**src/rtl/cpu_pipe_pkg.sv**
```systemverilog
// Shared pipeline types and constants for the 5-stage CPU sequencer.
package cpu_pipe_pkg;

  typedef enum logic [1:0] {
    INIT    = 2'd0,
    RUN     = 2'd1,
    MD_BUSY = 2'd2
  } state_t;

  localparam int REG_W = 5;
  localparam logic [4:0] REG_ZERO = 5'd0;

  // Bit positions of each pipeline register in the enable/clear vectors
  localparam int STG_PC    = 0;
  localparam int STG_IFID  = 1;
  localparam int STG_IDEX  = 2;
  localparam int STG_EXMEM = 3;
  localparam int STG_MEMWB = 4;
  localparam int NUM_STG   = 5;

endpackage

```
**src/rtl/hazard_stall_ctrl_md_busy_tracker.sv**
```systemverilog
// Sequencer FSM plus mult/div occupancy counter; counts even while the pipeline is frozen.
module md_busy_tracker
  import cpu_pipe_pkg::*;
#(
  parameter int MD_LAT = 32
) (
  input  logic       clk,
  input  logic       rst_n,
  input  logic       md_start,
  input  logic       ext_stall,
  output logic [1:0] state_dbg,
  output logic       md_busy,
  output logic       md_done
);

  localparam logic [7:0] MD_CNT_LOAD = 8'(MD_LAT - 1);

  state_t     state;
  logic [7:0] md_cnt;

  always_ff @(posedge clk or negedge rst_n) begin
    if (!rst_n) begin
      state  <= INIT;
      md_cnt <= 8'd0;
    end else begin
      case (state)
        INIT: state <= RUN;
        RUN: begin
          if (md_start && !ext_stall) begin
            state  <= MD_BUSY;
            md_cnt <= MD_CNT_LOAD;
          end
        end
        MD_BUSY: begin
          // A start seen here is an illegal overlap and is dropped
          if (md_cnt == 8'd0) state <= RUN;
          else                md_cnt <= md_cnt - 8'd1;
        end
        default: state <= INIT;
      endcase
    end
  end

  assign state_dbg = state;
  assign md_busy   = (state == MD_BUSY);
  assign md_done   = (state == MD_BUSY) && (md_cnt == 8'd0);

endmodule

```
**src/rtl/hazard_stall_ctrl.sv**
```systemverilog
// Pipeline stall/flush sequencer. Optional perf counters enabled by HAZ_PERF_CNT_EN.
// Handshake: no valid/ready; all controls are level signals evaluated each cycle.
module hazard_stall_ctrl
  import cpu_pipe_pkg::*;
#(
  parameter int MD_LAT = 32,
  parameter int REG_W  = cpu_pipe_pkg::REG_W
) (
  input  logic             clk,
  input  logic             rst_n,
  input  logic [REG_W-1:0] id_rs,
  input  logic [REG_W-1:0] id_rt,
  input  logic             id_uses_rs,
  input  logic             id_uses_rt,
  input  logic             id_hilo_dep,
  input  logic             ex_memread,
  input  logic             ex_regwrite,
  input  logic [REG_W-1:0] ex_wbreg,
  input  logic             ex_md_start,
  input  logic             ex_branch_taken,
  input  logic             ext_stall,
  output logic             pc_en,
  output logic             ifid_en,
  output logic             idex_en,
  output logic             exmem_en,
  output logic             memwb_en,
  output logic             ifid_clr,
  output logic             idex_clr,
  output logic             exmem_clr,
  output logic             memwb_clr,
  output logic             idex_bb,
  output logic             md_busy,
  output logic             md_done,
`ifdef HAZ_PERF_CNT_EN
  output logic [31:0]      perf_stall_cyc,
  output logic [31:0]      perf_flush_cnt,
  output logic [31:0]      perf_md_cyc,
`endif
  output logic [1:0]       state_dbg
);

  logic [NUM_STG-1:0] en_v;
  logic [NUM_STG-1:0] clr_v;
  logic               bb;
  logic               lu_haz;
  logic               md_haz;
  logic               br_flush;
  logic               in_init;

  md_busy_tracker #(.MD_LAT(MD_LAT)) u_md (
    .clk       (clk),
    .rst_n     (rst_n),
    .md_start  (ex_md_start),
    .ext_stall (ext_stall),
    .state_dbg (state_dbg),
    .md_busy   (md_busy),
    .md_done   (md_done)
  );

  assign in_init = (state_dbg == INIT);
  assign md_haz  = (state_dbg == MD_BUSY) && id_hilo_dep;
  assign lu_haz  = ex_memread && ex_regwrite && (ex_wbreg != REG_W'(REG_ZERO)) &&
                   ((id_uses_rs && (id_rs == ex_wbreg)) ||
                    (id_uses_rt && (id_rt == ex_wbreg)));

  // ext_stall beats branch flush, which beats both front-end hazards
  always_comb begin
    en_v     = '1;
    clr_v    = '0;
    bb       = 1'b0;
    br_flush = 1'b0;
    if (in_init) begin
      en_v  = '0;
      clr_v = '1;
    end else if (ext_stall) begin
      en_v = '0;
    end else if (ex_branch_taken) begin
      br_flush         = 1'b1;
      clr_v[STG_IFID]  = 1'b1;
      clr_v[STG_IDEX]  = 1'b1;
    end else if (md_haz || lu_haz) begin
      en_v[STG_PC]   = 1'b0;
      en_v[STG_IFID] = 1'b0;
      en_v[STG_IDEX] = 1'b0;
      bb             = 1'b1;
    end
  end

  assign pc_en     = en_v[STG_PC];
  assign ifid_en   = en_v[STG_IFID];
  assign idex_en   = en_v[STG_IDEX];
  assign exmem_en  = en_v[STG_EXMEM];
  assign memwb_en  = en_v[STG_MEMWB];
  assign ifid_clr  = clr_v[STG_IFID];
  assign idex_clr  = clr_v[STG_IDEX];
  assign exmem_clr = clr_v[STG_EXMEM];
  assign memwb_clr = clr_v[STG_MEMWB];
  assign idex_bb   = bb;

`ifdef HAZ_PERF_CNT_EN
  always_ff @(posedge clk or negedge rst_n) begin
    if (!rst_n) begin
      perf_stall_cyc <= 32'd0;
      perf_flush_cnt <= 32'd0;
      perf_md_cyc    <= 32'd0;
    end else begin
      if (!pc_en && !ext_stall && (perf_stall_cyc != 32'hFFFF_FFFF))
        perf_stall_cyc <= perf_stall_cyc + 32'd1;
      if (br_flush && (perf_flush_cnt != 32'hFFFF_FFFF))
        perf_flush_cnt <= perf_flush_cnt + 32'd1;
      if (md_busy && (perf_md_cyc != 32'hFFFF_FFFF))
        perf_md_cyc <= perf_md_cyc + 32'd1;
    end
  end
`endif

endmodule

```
**config.mk**
```make
export PLATFORM = sky130hd
export DESIGN_NAME = hazard_stall_ctrl
export DESIGN_NICKNAME = d
export VERILOG_FILES = /design/src/rtl/cpu_pipe_pkg.sv /design/src/rtl/hazard_stall_ctrl_md_busy_tracker.sv /design/src/rtl/hazard_stall_ctrl.sv
export SDC_FILE = /design/constraint.sdc
export NUM_CORES = 1
export LEC_CHECK = 0
export ABC_AREA = 1
export ABC_CLOCK_PERIOD_IN_PS = 3000
export BUFFER_PORTS_ARGS = -buffer_cell sky130_fd_sc_hd__buf_2
export CORE_ASPECT_RATIO = 1.2
export CORE_MARGIN = 8
export CORE_UTILIZATION = 40
export CTS_CLUSTER_DIAMETER = 40
export CTS_CLUSTER_SIZE = 24
export DETAILED_ROUTE_END_ITERATION = 8
export PLACE_DENSITY = 0.68
export SYNTH_ARGS = -nofsm -noshare
export SYNTH_HDL_FRONTEND = slang
export SYNTH_SLANG_ARGS = --single-unit
```
**constraint.sdc**
```tcl
create_clock -name clk -period 3 [get_ports clk]
set_input_delay 0.15 -clock clk [delete_from_list [all_inputs] [get_ports clk]]
set_output_delay 0.15 -clock clk [all_outputs]
set_load 0.02 [all_outputs]
```
==> impl_metrics.json <==
{
  "p_leak_nw": 0.6873,
  "start_util": 0.4293,
  "fmaxAchievable_ghz": 0.6101,
  "place_area_sq_um": 1069,
  "synth_nets": 172,
  "p_clk_frac": 0.189,
  "comb_power_share": 0.514,
  "r2r_slack_ns": 1.49,
  "grt_pass1_wl_mm": 3.525,
  "synth_adder_area_share": 0.02813,
  "worstSetupStartpointType": "flip-flop",
  "ys_seq_area_frac": 0.2813,
  "port_buffers": 38,
  "p_int_mw": 0.3368,
  "drive_above_1_share": 0.2967,
  "multi_input_area_sq_um": 474.2,
  "diodes": 0,
  "power_mw": 0.6317,
  "arrival_ns": 1.49,
  "h-tree-depth": 1,
  "synth_compound_area_frac": 0.08579,
  "placedCellCount": 207,
  "p_seq_frac": 0.297,
  "n_fill_cell": 224,
  "slowest_stage": "dfrtp_1",
  "crit_buf_inv": 2,
  "ctsLongestPathBuffers": 2,
  "timing.final.max_slew_violations": 0,
  "ff2ff_path_depth": 9,
  "fp.dieH_um": 67.66,
  "hold_class": "in2reg",
  "setup_viol": 0,
  "critPathCaptureType": "output port",
  "ys_ff_latch": 10,
  "synth_warnings": 0,
  "gp_congestion": 0.8633,
  "clock_skew_ns": 0.009893,
  "drcViolationCount": 0,
  "wl_per_cell_um": 10.57,
  "stdcell_count": 212,
  "overflow": 0,
  "fp.dieArea_sq_um": 3995,
  "drv_cap": 0,
  "p_per_area_nw_per_um2": 566.6,
  "crit_fanout": 7,
  "outcome": "finished clean",
  "num_vias": 955,
  "timing.final.crit_share": 0.5464,
  "post_cts_buffers": 0,
  "cpLargestDelayFamily": "flip-flops",
  "synthMuxAreaShare": 0,
  "hold_viol_final": 0,
  "grtUsageTotal": 0.1112,
  "clk_pin_slew_ns": 0.07,
  "drtIter0Drc": 27,
  "core_area_sq_um": 2072,
  "cpMostUsedCell": "nor2_1",
  "numCtsBuffers": 3,
  "grt_start_max_net_pins": 12,
  "antenna_found_initial": 0,
  "crit_path_max_incr_delay_ns": 0.48,
  "p_sw_frac": 0.4667,
  "grt_pass1_vias": 901,
  "via_per_inst": 4.505,
  "final_nets": 210,
  "vdd_ir_drop_max_v": 0.0004827,
  "yosysUniqueCellTypes": 21,
  "synth_top_family_by_area": "simple AND/OR/NAND/NOR gates",
  "synth_area_sq_um": 889.6,
  "utilization": 0.5380,
  "synth_cells": 145,
  "cts_sinks": 10,
  "setup.worst_path.class": "reg2out",
  "clock_latency_ns": 0.27,
  "switchingPower_mw": 0.2948,
  "dp_hpwl_mm": 1.882,
  "fin_crit_ns": 1.639,
  "whs_path_depth": 4,
  "die_x_um": 59.05,
  "worst_pin_slew_ns": 0.2704,
  "ant_nets": 0,
  "cts_root_buf": "clkbuf_4",
  "seq_area_sq_um": 250.2,
  "drt_wl_total_mm": 2.240,
  "cts_tree": "done",
  "maxSlewHeadroom": 0.8193,
  "rsz0062_at_grt": "false",
  "cp_num_cells": 5,
  "crit_required_ns": 2.85,
  "crit_chain": "nor2_1 -> nor2_1 -> inv_1 -> a21oi_1 -> buf_2",
  "ios": 39,
  "syn_avg_cell_area_sq_um": 6.135,
  "first_pass_iters": 4,
  "cts-resized-gates": 0,
  "core.rowCount": 18,
  "synth-simple-area-share": 0.3896,
  "area_growth_syn_to_layout_pct": 25.32,
  "final.setup.tns_ns": 0,
  "finalInstanceArea_sq_um": 1115,
  "synthXorXnorAreaFrac": 0.02954
}
## path summary, 6_finish.rpt
path / end / from
max in group asynchronous: u_md.md_cnt[7] / rst_n
hold / removal: u_md.state_dbg[0] / ex_md_start
hold reg to reg: u_md.md_cnt[2] / u_md.md_cnt[2]
min in group asynchronous: u_md.md_cnt[6] / rst_n
setup / recovery: ifid_en / u_md.state_dbg[0]
setup reg to reg: u_md.md_cnt[1] / u_md.md_cnt[1]
## cell usage after synthesis
cell | n | area (sq um)
a21boi_1 | 1 | 7.510
a21oi_1 | 2 | 10.01
a31oi_2 | 1 | 12.51
buf_4 | 5 | 37.54
buf_6 | 1 | 11.26
dfrtp_1 | 10 | 250.2
ha_1 | 2 | 25.02
inv_1 | 26 | 97.59
inv_2 | 5 | 18.77
nand2_1 | 42 | 157.7
nand2_2 | 2 | 12.51
nand2_4 | 1 | 11.26
nand3_1 | 11 | 55.05
nand4_1 | 3 | 18.77
nor2_1 | 18 | 67.56
nor2_2 | 2 | 12.51
nor2_4 | 1 | 11.26
o21ai_0 | 3 | 15.01
o21ai_1 | 5 | 25.02
o22ai_1 | 1 | 6.260
xor2_1 | 3 | 26.28
## sequential cells by signal, summed over array words and instances (netlist names)
signal and count:
u_md.state_dbg 2, u_md.md_cnt 8
## final cells by class
type                       count  share of cell area
multi-input combinational     98              0.4254
sequential                    10              0.2245
timing repair buffer          39              0.1796
inverter                      31              0.1044
tap                           30             0.03367
clock buffer                   4             0.03255
## cell usage in the layout (no fill, tap or decap)
cell type,n
clkbuf_8,1
inv_2,5
dfrtp_1,10
nand2_4,1
dlygate4sd3_1,1
nand4_1,3
nor2_1,18
a31oi_2,1
a21boi_1,1
nand2_2,2
o22ai_1,1
a21oi_1,2
nor2_4,1
inv_1,26
nand3_1,11
o21ai_0,3
nand2_1,42
o21ai_1,5
ha_1,2
xor2_1,3
clkbuf_4,3
nor2_2,2
buf_2,38
## power by group through the flow
stage               clock network [mW]  logic, mW  registers (mW)
floorplan                            0      0.248           0.202
global placement                     0      0.321           0.190
detailed placement                   0      0.328           0.189
CTS                              0.123      0.329           0.188
global route                     0.133      0.355           0.190
finish                           0.119      0.325           0.188
## cell families (layout without fill, tap and decap cells)
logic type	after synthesis	after routing
AO/OA/AOI/OAI	13	13
flip-flops	10	10
AND/OR/NAND/NOR	80	80
buffers and inverters	37	74
adder cells (fa/ha/maj)	2	2
XOR/XNOR	3	3
## repair_timing
| item | 4_1_cts | 5_1_grt |
|---|---|---|
| setup endpoints to repair | 0 | 0 |
| hold endpoints to repair | 10 | 0 |
| hold buffers | 1 | 0 |
## tightest hold or removal path: cells and delay by family
kind            cells  cell delay, ns
compound gates      1            0.07
simple gates        2            0.10
buf+inv             1            0.09
## per-stage QoR
stage / setup slack, ns / hold WS (ns)
3_3_place_gp: 1.598 / 0.01735
6_report: 1.361 / 0.1714
5_1_grt: 1.251 / 0.1975
4_1_cts: 1.354 / 0.1722
3_5_place_dp: 1.483 / 0.02513
2_1_floorplan: 0.9336 / -0.1456
## layer usage
| metal | track usage | vias up | share of wire |
|---|---|---|---|
| li1 | - | 505 | - |
| met1 | 0.1098 | 416 | 0.43 |
| met2 | 0.2090 | 34 | 0.48 |
| met3 | 0.05323 | 0 | 0.088 |
| met4 | 0.01796 | 0 | 0 |
| met5 | 0 | - | 0 |
No activity file was read; power rests on OpenSTA's default activity.
